===== src/rtl/hazard_stall_ctrl.sv =====
// ---------------------------------------------------------------------------
// hazard_stall_ctrl
//   ID-stage hazard / stall controller sitting in front of the forwarding
//   units. It detects the data hazards forwarding cannot cover (load-use,
//   and branch/JR operands still being produced in EX or loaded in MEM).
//   For those it holds PC and IF/ID and injects a bubble into ID/EX. It
//   flushes IF/ID on a taken branch or jump, and freezes the whole pipe
//   while data memory is busy. A branch whose operand is a load still in EX
//   needs BR_LOAD_STALL cycles; the extra cycles are sequenced by a small
//   IDLE/HOLD FSM. Stall and flush cycles are counted in saturating
//   counters.
//
// Ports
//   clk, rst                      clock, synchronous active-high reset
//   IF_ID_RegRs/RegRt/UseRt       source registers of the ID instruction
//   Branch, JR, Jump, BranchTaken control-flow info of the ID instruction
//   ID_EX_RW/MR/RegRd             write/load/destination of EX instruction
//   EX_MEM_MR/RegRd               load/destination of MEM instruction
//   MemBusy                       data memory not ready -> full freeze
//   PC_Write, IF_ID_Write         pipeline enables
//   IF_ID_Flush, ID_EX_Flush      bubble insertion
//   Stall_Cnt, Flush_Cnt          saturating performance counters
// ---------------------------------------------------------------------------
module hazard_stall_ctrl #(
  parameter int         BR_LOAD_STALL = 2,
  parameter int         CNT_W         = 32,
  parameter logic [3:0] NOT_BRANCH    = 4'd0
) (
  input  logic             clk,
  input  logic             rst,
  input  logic [4:0]       IF_ID_RegRs,
  input  logic [4:0]       IF_ID_RegRt,
  input  logic             IF_ID_UseRt,
  input  logic [3:0]       Branch,
  input  logic             JR,
  input  logic             Jump,
  input  logic             BranchTaken,
  input  logic             ID_EX_RW,
  input  logic [2:0]       ID_EX_MR,
  input  logic [4:0]       ID_EX_RegRd,
  input  logic [2:0]       EX_MEM_MR,
  input  logic [4:0]       EX_MEM_RegRd,
  input  logic             MemBusy,
  output logic             PC_Write,
  output logic             IF_ID_Write,
  output logic             IF_ID_Flush,
  output logic             ID_EX_Flush,
  output logic [CNT_W-1:0] Stall_Cnt,
  output logic [CNT_W-1:0] Flush_Cnt
);

  typedef enum logic [0:0] {
    ST_IDLE = 1'b0,
    ST_HOLD = 1'b1
  } state_t;

  // Cycles still to spend in HOLD after the first (IDLE) stall cycle.
  localparam int         HOLD_INIT_I = (BR_LOAD_STALL > 1) ? (BR_LOAD_STALL - 2) : 0;
  localparam logic [1:0] HOLD_INIT   = 2'(HOLD_INIT_I);
  localparam bit         MULTI_STALL = (BR_LOAD_STALL > 1);

  localparam logic [CNT_W-1:0] CNT_ONE = {{(CNT_W-1){1'b0}}, 1'b1};
  localparam logic [CNT_W-1:0] CNT_MAX = {CNT_W{1'b1}};

  state_t           state_q;
  logic [1:0]       hold_left_q;
  logic [CNT_W-1:0] stall_cnt_q;
  logic [CNT_W-1:0] flush_cnt_q;

  logic is_br_s;
  logic src_ex_s;
  logic src_mem_s;
  logic lu_s, ba_s, blm_s, ble_s;
  logic stall_s;
  logic pc_write_s, if_id_write_s, if_id_flush_s, id_ex_flush_s;

  // $0 is hardwired zero, so it never matches as a hazard.
  function automatic logic reg_match(input logic [4:0] rd, input logic [4:0] r);
    return (rd != 5'd0) && (rd == r);
  endfunction

  // Hazard detection on the instruction currently in ID.
  always_comb begin
    is_br_s   = (Branch != NOT_BRANCH) || JR;
    src_ex_s  = reg_match(ID_EX_RegRd, IF_ID_RegRs) ||
                (IF_ID_UseRt && reg_match(ID_EX_RegRd, IF_ID_RegRt));
    src_mem_s = reg_match(EX_MEM_RegRd, IF_ID_RegRs) ||
                (IF_ID_UseRt && reg_match(EX_MEM_RegRd, IF_ID_RegRt));
    lu_s  = !is_br_s && (ID_EX_MR != 3'd0) && src_ex_s;
    ba_s  = is_br_s && ID_EX_RW && (ID_EX_MR == 3'd0) && src_ex_s;
    blm_s = is_br_s && (EX_MEM_MR != 3'd0) && src_mem_s;
    ble_s = is_br_s && (ID_EX_MR != 3'd0) && src_ex_s;
    // HOLD stalls unconditionally; hazards are only looked at in IDLE.
    stall_s = (state_q == ST_HOLD) || (lu_s || ba_s || blm_s || ble_s);
  end

  // Pipeline control outputs, priority reset > freeze > stall > flush > run.
  always_comb begin
    pc_write_s    = 1'b1;
    if_id_write_s = 1'b1;
    if_id_flush_s = 1'b0;
    id_ex_flush_s = 1'b0;
    if (rst) begin
      pc_write_s    = 1'b1;
      if_id_write_s = 1'b1;
    end else if (MemBusy) begin
      pc_write_s    = 1'b0;
      if_id_write_s = 1'b0;
    end else if (stall_s) begin
      // Branch outcome is not trusted here: its operands are not ready yet.
      pc_write_s    = 1'b0;
      if_id_write_s = 1'b0;
      id_ex_flush_s = 1'b1;
    end else if (BranchTaken || Jump) begin
      if_id_flush_s = 1'b1;
    end else begin
      pc_write_s    = 1'b1;
      if_id_write_s = 1'b1;
    end
  end

  // Multi-cycle stall sequencer for branch-on-load-in-EX.
  always_ff @(posedge clk) begin
    if (rst) begin
      state_q     <= ST_IDLE;
      hold_left_q <= 2'd0;
    end else begin
      case (state_q)
        ST_IDLE: begin
          if (ble_s && MULTI_STALL && !MemBusy) begin
            state_q     <= ST_HOLD;
            hold_left_q <= HOLD_INIT;
          end else begin
            state_q     <= ST_IDLE;
          end
        end
        ST_HOLD: begin
          if (!MemBusy && (hold_left_q == 2'd0)) begin
            state_q <= ST_IDLE;
          end else if (!MemBusy) begin
            hold_left_q <= hold_left_q - 2'd1;
          end else begin
            hold_left_q <= hold_left_q;
          end
        end
        default: begin
          state_q     <= ST_IDLE;
          hold_left_q <= 2'd0;
        end
      endcase
    end
  end

  // Saturating stall/flush performance counters; frozen cycles do not count.
  always_ff @(posedge clk) begin
    if (rst) begin
      stall_cnt_q <= '0;
      flush_cnt_q <= '0;
    end else begin
      if (!MemBusy && stall_s && (stall_cnt_q != CNT_MAX)) begin
        stall_cnt_q <= stall_cnt_q + CNT_ONE;
      end
      if (if_id_flush_s && (flush_cnt_q != CNT_MAX)) begin
        flush_cnt_q <= flush_cnt_q + CNT_ONE;
      end
    end
  end

  assign PC_Write    = pc_write_s;
  assign IF_ID_Write = if_id_write_s;
  assign IF_ID_Flush = if_id_flush_s;
  assign ID_EX_Flush = id_ex_flush_s;
  assign Stall_Cnt   = stall_cnt_q;
  assign Flush_Cnt   = flush_cnt_q;

endmodule

===== config.mk =====
export PLATFORM = sky130hd
export DESIGN_NAME = hazard_stall_ctrl
export DESIGN_NICKNAME = d
export VERILOG_FILES = /design/src/rtl/hazard_stall_ctrl.sv
export SDC_FILE = /design/constraint.sdc
export NUM_CORES = 1
export LEC_CHECK = 0
export CAP_MARGIN = 10
export CORE_UTILIZATION = 41
export CTS_CLUSTER_DIAMETER = 30
export DETAILED_ROUTE_END_ITERATION = 16
export DONT_BUFFER_PORTS = 1
export SLEW_MARGIN = 0
export SYNTH_ARGS = -nofsm -noshare
export SYNTH_HDL_FRONTEND = slang
export SYNTH_SLANG_ARGS = --single-unit

===== constraint.sdc =====
create_clock -name clk -period 3.3 [get_ports clk]
set_input_delay 0.66 -clock clk [delete_from_list [all_inputs] [get_ports clk]]
set_output_delay 0.66 -clock clk [all_outputs]
set_load 0.02 [all_outputs]

==> Yosys cells after proc, flatten, opt, wreduce, memory -nomap -nowiden <==
Index checks and enable logic that the tools add are counted.
{ "op_classes": {"addsub": 3, "n_eq_ne": 9, "n_mux": 17, "n_bitwise": 1, "reduce_logical": 38} }
{ "op_table": {"columns": ["operator", "n"], "rows": [
  ["$add 32x1->32 const B", 2],
  ["$ne 32x32->1 const B", 2],
  ["$eq 5x5->1", 4],
  ["$logic_and 1x1->1", 20],
  ["$mux 1", 12],
  ["$reduce_bool 5->1", 2],
  ["$logic_or 1x1->1", 8],
  ["$mux 2", 3],
  ["$ne 2x2->1 const B", 3],
  ["$reduce_bool 3->1", 2],
  ["$pmux 2 s2", 1],
  ["$reduce_bool 4->1", 1],
  ["$logic_not 3->1", 1],
  ["$reduce_and 3->1", 1],
  ["$logic_not 1->1", 2],
  ["$logic_not 2->1", 1],
  ["$pmux 1 s2", 1],
  ["$sub 2x1->2 const B", 1],
  ["$not 1->1", 1]
]} }
{ "totals": {"register_bits": 67, "inputBits": 38, "word_cells": 72} }

==> Logic depth before layout (Yosys ltp) <==
{ "logic_depth": {"depth_word": 13, "depth_mapped": 9} }

==> Worst setup path before layout <==
OpenSTA, ideal clock, no wires.
{ "synth_timing": {"path_type": "input -> output", "startpoint": "in Branch[0]", "endpoint": "out PC_Write", "arrival_ns": 2.369, "required_ns": 2.640, "setup_slack_ns": 0.271, "cell_stages": 9, "path_buffers": 3, "path_cell_list": "or4_1 -> o21ai_1 -> and2_1 -> o32a_2 -> buf_6 -> buf_2 -> nand2_1 -> nand2b_1 -> buf_4"} }
{ "synth_via": {"elab_chain_len": 12, "elab_cells_between_ends": 19} }
{ "synth_lines": {"columns": ["element", "line", "text"], "rows": [
  ["start: declaration", "34", "input logic [3:0] Branch,"],
  ["$reduce_bool 4->1 *", "84", "is_br_s = (Branch != NOT_BRANCH) || JR;"],
  ["$logic_or 1x1->1 *", "84", null],
  ["$logic_not 1->1 or $logic_and 1x1->1 (tied branches)", "89, 90", null],
  ["$logic_and 1x1->1, on equally long branches (2 in a row)", "89, 90", null],
  ["$logic_or 1x1->1 (2 in a row)", "94", "stall_s = (state_q == ST_HOLD) || (lu_s || ba_s || blm_s || ble_s);"],
  ["$logic_or 1x1->1 * (2 in a row)", "94", null],
  ["$mux 1 * (3 in a row)", null, null],
  ["end: declaration", "44", "output logic PC_Write,"]
]} }
Every way passes the cells marked *; elsewhere a longest branch is shown, timed or not.

==> Worst setup path after layout <==
{ "layout_timing": {"startpoint": "in Branch[0]", "endpoint": "out IF_ID_Flush"} }
{ "layout_via": {"elab_chain_len": 12, "elab_cells_between_ends": 19} }
{ "layout_lines": {"columns": ["element", "line", "text"], "rows": [
  ["$reduce_bool 4->1 *", "84", null],
  ["$logic_or 1x1->1 *", "84", null],
  ["$logic_not 1->1 or $logic_and 1x1->1 (tied branches)", "89, 90", null],
  ["$logic_and 1x1->1, on equally long branches (2 in a row)", "89, 90", null],
  ["$logic_or 1x1->1 (2 in a row)", "94", null],
  ["$logic_or 1x1->1 * (2 in a row)", "94", null],
  ["$mux 1 *", "109", "end else if (stall_s) begin"],
  ["$mux 1 *", "106", "end else if (MemBusy) begin"],
  ["$mux 1 *", "103", "if (rst) begin"],
  ["end: declaration", "46", "output logic IF_ID_Flush,"]
]} }
Marked as above.

==> impl_results.md <==
- First-pass iteration count of the detailed router: 11
- Count of cell types in the netlist: 50
- CP max-delay cell: sky130_fd_sc_hd__or4_1
- Filler instances: 880
- Number of violations reported at the end of detailed-routing iteration 0: 127
- Area share of the largest cell type after synthesis: 35.4%
- Post-Synthesis Cell Area: 0.00378 mm²
- Crit path max fanout: 11
- Global-route wire length before repair: 15.7 mm
- Post-synthesis instance total: 471
- Kind of cell adding the most delay to the critical path: simple AND/OR/NAND/NOR gates
- Sum of routed wire length over all layers: 9.36 mm
- Clock Sink Count: 67
- CTS Root Buffer Type: sky130_fd_sc_hd__clkbuf_8
- Slew at the pin with the worst max-slew slack: 966 ps
- Number of H-tree levels: 3
- Routed wire length per instance: 15.9 µm
- Commonest cells in the synthesized netlist: sky130_fd_sc_hd__dfxtp_1, sky130_fd_sc_hd__nor2_1, sky130_fd_sc_hd__nand3_1
- HPWL reported at the end of detailed placement: 6.77 mm
- Num CTS Buffers: 9
- Unrepaired setup endpoints after global routing: no
- Antenna violations before repair: 0
- Data required time at the worst endpoint: 2640 ps
- Vias in the first global route: 3188
- Worst min-delay path class: in -> reg
- Largest stage delay on the critical path: 550 ps
- Starting density of the core: 42.8%
- Synth area leaders: sky130_fd_sc_hd__dfxtp_1, sky130_fd_sc_hd__xor2_1, sky130_fd_sc_hd__nor2_1
- Number of remaining DRC errors: 4
- Via/cell ratio: 5.73
- Static Leak: 1.42 nW
- Total GRT Usage: 20.0%
- Reported max-cap violation count: 0
- IR drop worst, VDD: 232 µV
- Count of flip-flops with a built-in enable after synthesis: 0
- CP cell instances: or4_1 > o21ai_1 > and2_1 > o32a_2 > nand2_1 > nor2_1 > buf_4
- Worst path buffer plus inverter count: 1
- Count of state elements after synthesis: 67
- CTS max path bufs: 2
- Arrival @ worst endpoint: 2260 ps
- ANT nets after route: 0
- Number of buffers added to fix hold violations after cts: 0
- Final core utilization: 47.1%
- Mapped Nets: 512
- Crit. End Element: primary output
- Fraction of layout instances using a drive strength above 1: 10.2%
- Die Y-Extent: 98.1 µm
- Number of buffer cells added on primary ports: 0
- Maximum clock frequency: 342 MHz
- Min cycle time layout: 2920 ps
- Cell taking the most area after synthesis: sky130_fd_sc_hd__dfxtp_1
- Sort of element at the start of the critical path: input port
- Outcome: complete, but fails checks
- Total Nets Final: 516
- Violations in the final reports: DRC
- Final number of max-transition violations: 0
- Dominant synthesized flop cell: sky130_fd_sc_hd__dfxtp_1
- TritonCTS clock tree: yes
- Number of antenna diodes: 0
- CORE AREA: 0.00885 mm²
- Area of all sequential standard cells: 0.00134 mm²
- Area enclosed by the die boundary: 0.00962 mm²
- Final TNS setup: 0 ps
- Minimum setup slack in the final design: 375 ps
- Worst slew margin relative to its limit: 35.3%
- Clock slew at the register clock pins of the worst setup and hold paths: 70 ps
- Post-CTS Setup Bufs: 0
- Cell with the most instances after synthesis: sky130_fd_sc_hd__dfxtp_1
- Worst setup path category: in -> out
- Number of synthesis warnings: 0
- Area added between synthesis and finish: 10.2%
- Final weighted congestion in routability-driven placement: 0.935
- I/O pin count: 106
- Overall via count from detail_route: 3371
- Sequential-to-total area share from yosys stat: 35.4%
- Die X-Extent: 98.1 µm
- Placement-stage worst setup slack: 380 ps
- Congestion Overflow GR: 0
- Worst hold slack across all endpoints: 384 ps
- Largest net degree at the start of global routing: 90
- Period utilization: 88.6%
- Share of flip-flops with an asynchronous set or reset after synthesis: 0%
- Combined area of the multi-input logic cells: 0.00229 mm²
- Power density relative to cell area: 416 mW/mm²
- Number of cells upsized or downsized after cts: 0
- Count of final setup violators: 0
- Setup skew after layout: 7.18 ps
- Worst-Skew Late Latency: 340 ps
- Final-report hold violation count: 0
- Synthesized area divided by synthesized cell count: 8.03 µm²
- Number of standard-cell rows in the floorplan: 34
## cell usage in the layout (no fill, tap or decap), types with 3 or more instances in the layout
cell type	instances
sky130_fd_sc_hd__dfxtp_1	67
sky130_fd_sc_hd__nor2_1	59
sky130_fd_sc_hd__nand3_1	36
sky130_fd_sc_hd__xor2_1	30
sky130_fd_sc_hd__nand2_1	27
sky130_fd_sc_hd__a21oi_1	26
sky130_fd_sc_hd__nand4_1	21
sky130_fd_sc_hd__o21ai_0	18
sky130_fd_sc_hd__or3_1	18
sky130_fd_sc_hd__inv_1	16
sky130_fd_sc_hd__or4_1	15
sky130_fd_sc_hd__nor2b_1	15
sky130_fd_sc_hd__clkbuf_8	13
sky130_fd_sc_hd__buf_4	13
sky130_fd_sc_hd__and3_1	11
sky130_fd_sc_hd__nor3_1	10
sky130_fd_sc_hd__o31ai_1	9
sky130_fd_sc_hd__xnor2_1	8
sky130_fd_sc_hd__mux2_1	8
sky130_fd_sc_hd__mux2_2	5
sky130_fd_sc_hd__nor4_1	4
sky130_fd_sc_hd__nand2b_1	4
sky130_fd_sc_hd__and4_1	4
sky130_fd_sc_hd__o21ai_1	3
sky130_fd_sc_hd__mux2i_1	3
sky130_fd_sc_hd__or2_2	3
sky130_fd_sc_hd__a211oi_1	3
sky130_fd_sc_hd__ha_1	3
## state kept, by name, summed over array words and instances, names as in the netlist
name,count
hold_left_q,2
Flush_Cnt,32
state_q,1
Stall_Cnt,32
## cell type report
| cell class | instances | share of cell area, % |
|---|---|---|
| Clock inverter | 3 | 1.62 |
| Clock buffer | 13 | 4.29 |
| Inverter | 16 | 1.44 |
| Sequential cell | 67 | 32.2 |
| Multi-Input combinational cell | 368 | 54.9 |
| Tap cell | 108 | 3.24 |
| Timing Repair Buffer | 13 | 2.34 |
## final timing paths
kind,from,slack (ps),to,cells past startpoint
worst max-delay path,Branch[0],380,IF_ID_Flush,7
worst min-delay path,rst,380,Flush_Cnt[10],1
worst max register to register,Stall_Cnt[1],580,Stall_Cnt[20],8
worst min register to register,hold_left_q[0],480,hold_left_q[0],2
## stage by stage
| step | power [W] | cell area, µm² | cells |
|---|---|---|---|
| 6_report | 0.00173 | 4170 | 588 |
| 5_1_grt | 0.00180 | 4170 | 588 |
| 4_1_cts | 0.00175 | 4170 | 588 |
| 3_5_place_dp | 0.000923 | 3920 | 572 |
| 3_3_place_gp | 0.000922 | 3920 | 572 |
| 2_1_floorplan | 0.000915 | 3780 | 471 |
## metal layers
layer	track usage, %	wire [µm]	vias to the layer above
met5	0	0	-
met4	7.11	97	0
met3	5.87	512	12
met2	34.3	4710	76
met1	23.6	4040	1581
li1	-	-	1702
## where the power goes
group | switching [W] | internal (W)
Combinational | 0.0000512 | 0.0000378
Clock | 0.000320 | 0.000508
Sequential | 0.00000527 | 0.000810
Total | 0.000376 | 0.00136
## cell families after synthesis
kind of cell | Yosys count | synth area share (%)
multiplexers | 16 | 4.66
flip-flops | 67 | 35.4
buffers and inverters | 36 | 4.10
XOR/XNOR | 38 | 8.80
AND/OR/NAND/NOR | 238 | 34.1
adder cells (fa/ha/maj) | 3 | 0.992
AO/OA/AOI/OAI | 73 | 11.9
(Power assumes the default switching activity.)
==> RTL change 1 (config.mk and constraints unchanged) <==
Reset style: asynchronous (`rst`), changed in 2 clocked blocks. Comments in the files are not updated.
--- a/src/rtl/hazard_stall_ctrl.sv
+++ b/src/rtl/hazard_stall_ctrl.sv
@@ -122,3 +122,3 @@
   // Multi-cycle stall sequencer for branch-on-load-in-EX.
-  always_ff @(posedge clk) begin
+  always_ff @(posedge clk or posedge rst) begin
     if (rst) begin
@@ -154,3 +154,3 @@
   // Saturating stall/flush performance counters; frozen cycles do not count.
-  always_ff @(posedge clk) begin
+  always_ff @(posedge clk or posedge rst) begin
     if (rst) begin
Formal check against the unedited RTL: differs if rst is asserted again (counterexample within 4 cycles, from zero or initial values and one cycle with rst high); with rst held inactive, the same outputs for 10 cycles.
==> RTL change 1 against the unedited design <==
  * Synthesized cell count down 26%
  * Worst hold slack better by 0.10 ns
  * Design area fell by 6.6%
  * Critical path depth did not move
  * Sequential cell count unchanged
  * Wire length decreased by 17%
  * Setup slack got worse by 0.13 ns
  * Synthesized area decreased by 5.2%
Power is not compared: it rests on default switching activity, and its combinational part moved more than twofold at a synthesized area within 25%.
==> RTL change 1: results (changes against the unedited design) <==
first-pass GRT wire length=12600 um (-20%); n_diodes=0 (unchanged); sequential fraction of the synthesis area=0.467 (+0.113); vias in the first global route=2490 (-22%); vias per cell=5.56 (-3.0%); worst-case clock skew=0.00734 ns (+0.000162 ns); Synth Area in Adders=0.0105 (+0.000543); top cells by area, synth=dfrtp_1 (47%), xnor2_1 (11%), xor2_1 (9.0%); Hold Worst Slack=0.485 ns (+0.102 ns); slew at the pin closest to its max-slew limit=0.891 ns (-0.0746 ns); fill cell count=796 (-9.5%); wire length per cell=16.7 um (+4.8%); compound-gate portion of the synthesized area=0.0328 (-0.0866); placed instance count=451 (-21%); root buf cell=clkbuf_8; placed cell areas=0.00370 sq mm (-5.6%); Placer Congestion=0.867 (-7.2%); Min-Delay Path Class=primary input to async pin; fraction of layout cells with a size suffix above 1=0.0994 (-0.00264); Final Non-Filler Cells=467 (-21%); setup slack, reg-to-reg=0.48 ns (-0.10 ns); Place WS=0.264 ns (-0.116 ns); mux contribution to synthesized area=0.0101 (-0.0365); total CTS buffers=9 (unchanged); DR pass1 iterations=4 (-7); Post-synth ARST share=1.00 (+1.00); library cells used by synthesis=44 (-12%); Syn Nets=391 (-24%); initial drt markers=111 (-13%); DP HPWL=5640 um (-17%); total power=2.19 mW; crit path DAT=2.39 ns (+0.13 ns); setup bufs post-CTS=0 (unchanged); final net count=398 (-23%); Post-Syn Area=0.00359 sq mm (-5.2%); overall global routing resource usage=0.181 (-0.0185); yosys warns=0 (unchanged); CP max FO=6 (-5); Final period util=0.924 (+0.0381); synth cell count leaders=dfrtp_1 (67), xnor2_1 (45), xor2_1 (37); outcome=completed; pin count of the biggest net entering global routing=68 (-24%); Critical R2R Launch=Stall_Cnt[5]; Crit. Startpoint=EX_MEM_RegRd[1]; worst setup path end=PC_Write; r2r endpoint=Stall_Cnt[12]; XOR/XNOR Fraction of Synth Area=0.200 (+0.112); Syn Area/Cell=10.2 sq um (+28%)
==> RTL change 1: layout make-up <==
| cell class | instances | area [sq um] | area share |
|---|---|---|---|
| multi-input combinational | 259 | 1790 | 0.460 |
| clock inverter | 3 | 21.3 | 0.00546 |
| sequential | 67 | 1680 | 0.431 |
| tap | 105 | 131 | 0.0337 |
| timing repair buffer | 7 | 52.6 | 0.0135 |
| inverter | 13 | 52.6 | 0.0135 |
| clock buffer | 13 | 169 | 0.0434 |
==> RTL change 1: worst max-delay path: stages <==
cell     delay [ns]
or4_1          0.51
o32ai_1        0.18
nor2_1         0.12
a21oi_4        0.23
nand2_1        0.12
o21ai_0        0.31
buf_4          0.25
==> RTL change 1: per-layer routing <==
| metal | share of wire | vias to the layer above | GRT usage |
|---|---|---|---|
| li1 | - | 1244 | - |
| met1 | 0.45 | 1253 | 0.233 |
| met2 | 0.46 | 88 | 0.267 |
| met3 | 0.078 | 11 | 0.0781 |
| met4 | 0.015 | 0 | 0.0709 |
| met5 | 0 | - | 0 |
==> RTL change 2 (same settings) <==
Made on the original files. Set the parameter `CNT_W` to 40 (it was 32).
--- a/src/rtl/hazard_stall_ctrl.sv
+++ b/src/rtl/hazard_stall_ctrl.sv
@@ -25,3 +25,3 @@
   parameter int         BR_LOAD_STALL = 2,
-  parameter int         CNT_W         = 32,
+  parameter int         CNT_W         = 40,
   parameter logic [3:0] NOT_BRANCH    = 4'd0
Ports: changed (resized Flush_Cnt and Stall_Cnt); port bits go from 106 to 122. No check against the original RTL was run, so the function may have changed too.
==> RTL change 2 against the unedited design <==
  * Maximum frequency down 3.0%
  * Register-to-register slack worse by 0.29 ns
  * Count of clock-buffer cells in the layout down 2
  * Sequential cell count up 16
  * Wire length up 30%
  * Synthesized area up 21%
  * Setup slack worse by 0.090 ns
  * Power up 13%
  * Design area up 21%
  * Critical path type is now flip-flop to flip-flop
  * Critical endpoint is now Flush_Cnt[27]
==> RTL change 2: results (changes against the unedited design) <==
vias in the first global route=4087 (+28%); Place WS=0.157 ns (-0.223 ns); slew at the pin closest to its max-slew limit=0.659 ns (-0.306 ns); DR WL met3=948 um (+85%); pin count of the biggest net entering global routing=77 (-14%); wire length per cell=17.0 um (+7.1%); overall global routing resource usage=0.220 (+0.0202); Final Non-Filler Cells=712 (+21%); crit path DAT=3.31 ns (+1.05 ns); Cells after Synth=567 (+20%); placed instance count=696 (+22%); worst skew pair latency=0.37 ns (+0.03 ns); setup slack, reg-to-reg=0.29 ns (-0.29 ns); sequential share of power=0.518 (+0.047); Peak VDD IR=0.288 mV (+24%); worst setup path end=Flush_Cnt[27]; library cells used by synthesis=53 (+6.0%); CP max FO=23 (+12); placed cell areas=0.00480 sq mm (+22%); worst-case clock skew=0.0121 ns (+0.00490 ns); setup bufs post-CTS=0 (unchanged); Placer Congestion=0.829 (-11%); vias per cell=6.04 (+5.4%); Hold Worst Slack=0.355 ns (-0.0288 ns); routed wl met2=5800 um (+23%); Crit. Startpoint=Flush_Cnt[4]; initial drt markers=247 (+94%); R2R cell count=6 (-2); f_max=0.332 GHz (-3.0%); top cells by area, synth=dfxtp_1 (36%), a21oi_1 (6.3%), nand3_1 (4.4%); Synth Area in Adders=0.00819 (-0.00173); outcome=completed; delay-heaviest family, CP=simple AND/OR/NAND/NOR gates; DP HPWL=8570 um (+27%); mux contribution to synthesized area=0.0164 (-0.0302); sequential fraction of the synthesis area=0.363 (+0.00825); uppermost layer routed=met4; Met1 Wirelength=5200 um (+29%); Hold Path End=Flush_Cnt[19]; Seq power=1.01 mW (+24%); r2r endpoint=Flush_Cnt[27]; met1 usage in global routing=0.257 (+0.0210); CP Data Required Time=3.60 ns (+0.96 ns); first-pass GRT wire length=20100 um (+28%); XOR/XNOR Fraction of Synth Area=0.0535 (-0.0344); Critical Path Max Stage Delay=0.62 ns (+0.07 ns); fill cell count=1080 (+23%); LEAKAGE=1.55 nW (+8.9%); DR pass1 iterations=4 (-7); switching share of power=0.225 (+0.00810); fraction of layout cells with a size suffix above 1=0.107 (+0.00456); GR Util met2=0.362 (+0.0183); compound-gate portion of the synthesized area=0.202 (+0.0825); synth cell count leaders=dfxtp_1 (83), a21oi_1 (58), nand3_1 (40)
-- RTL change 2: changes by cell type after synthesis, moves of 9 or more --
| cell | before | now |
|---|---|---|
| a21oi_1 | 26 | 58 |
| nor2_1 | 59 | 33 |
| nand2_1 | 27 | 38 |
| clkbuf_1 | 11 | 24 |
| xnor2_1 | 8 | 21 |
| o21ai_0 | 18 | 27 |
| nor2b_1 | 15 | 4 |
| or4_1 | 15 | 26 |
| dfxtp_1 | 67 | 83 |
| o31ai_1 | 9 | 23 |
| xor2_1 | 30 | 7 |
-- RTL change 2: final cells by class --
cell class / count / area [sq um] / area share
clock buffer: 11 / 151 / 0.0301
clock inverter: 5 / 75.1 / 0.0149
inverter: 12 / 45.0 / 0.00896
multi-input combinational: 441 / 2740 / 0.546
sequential: 83 / 1660 / 0.331
tap: 140 / 175 / 0.0349
timing repair buffer: 20 / 175 / 0.0349
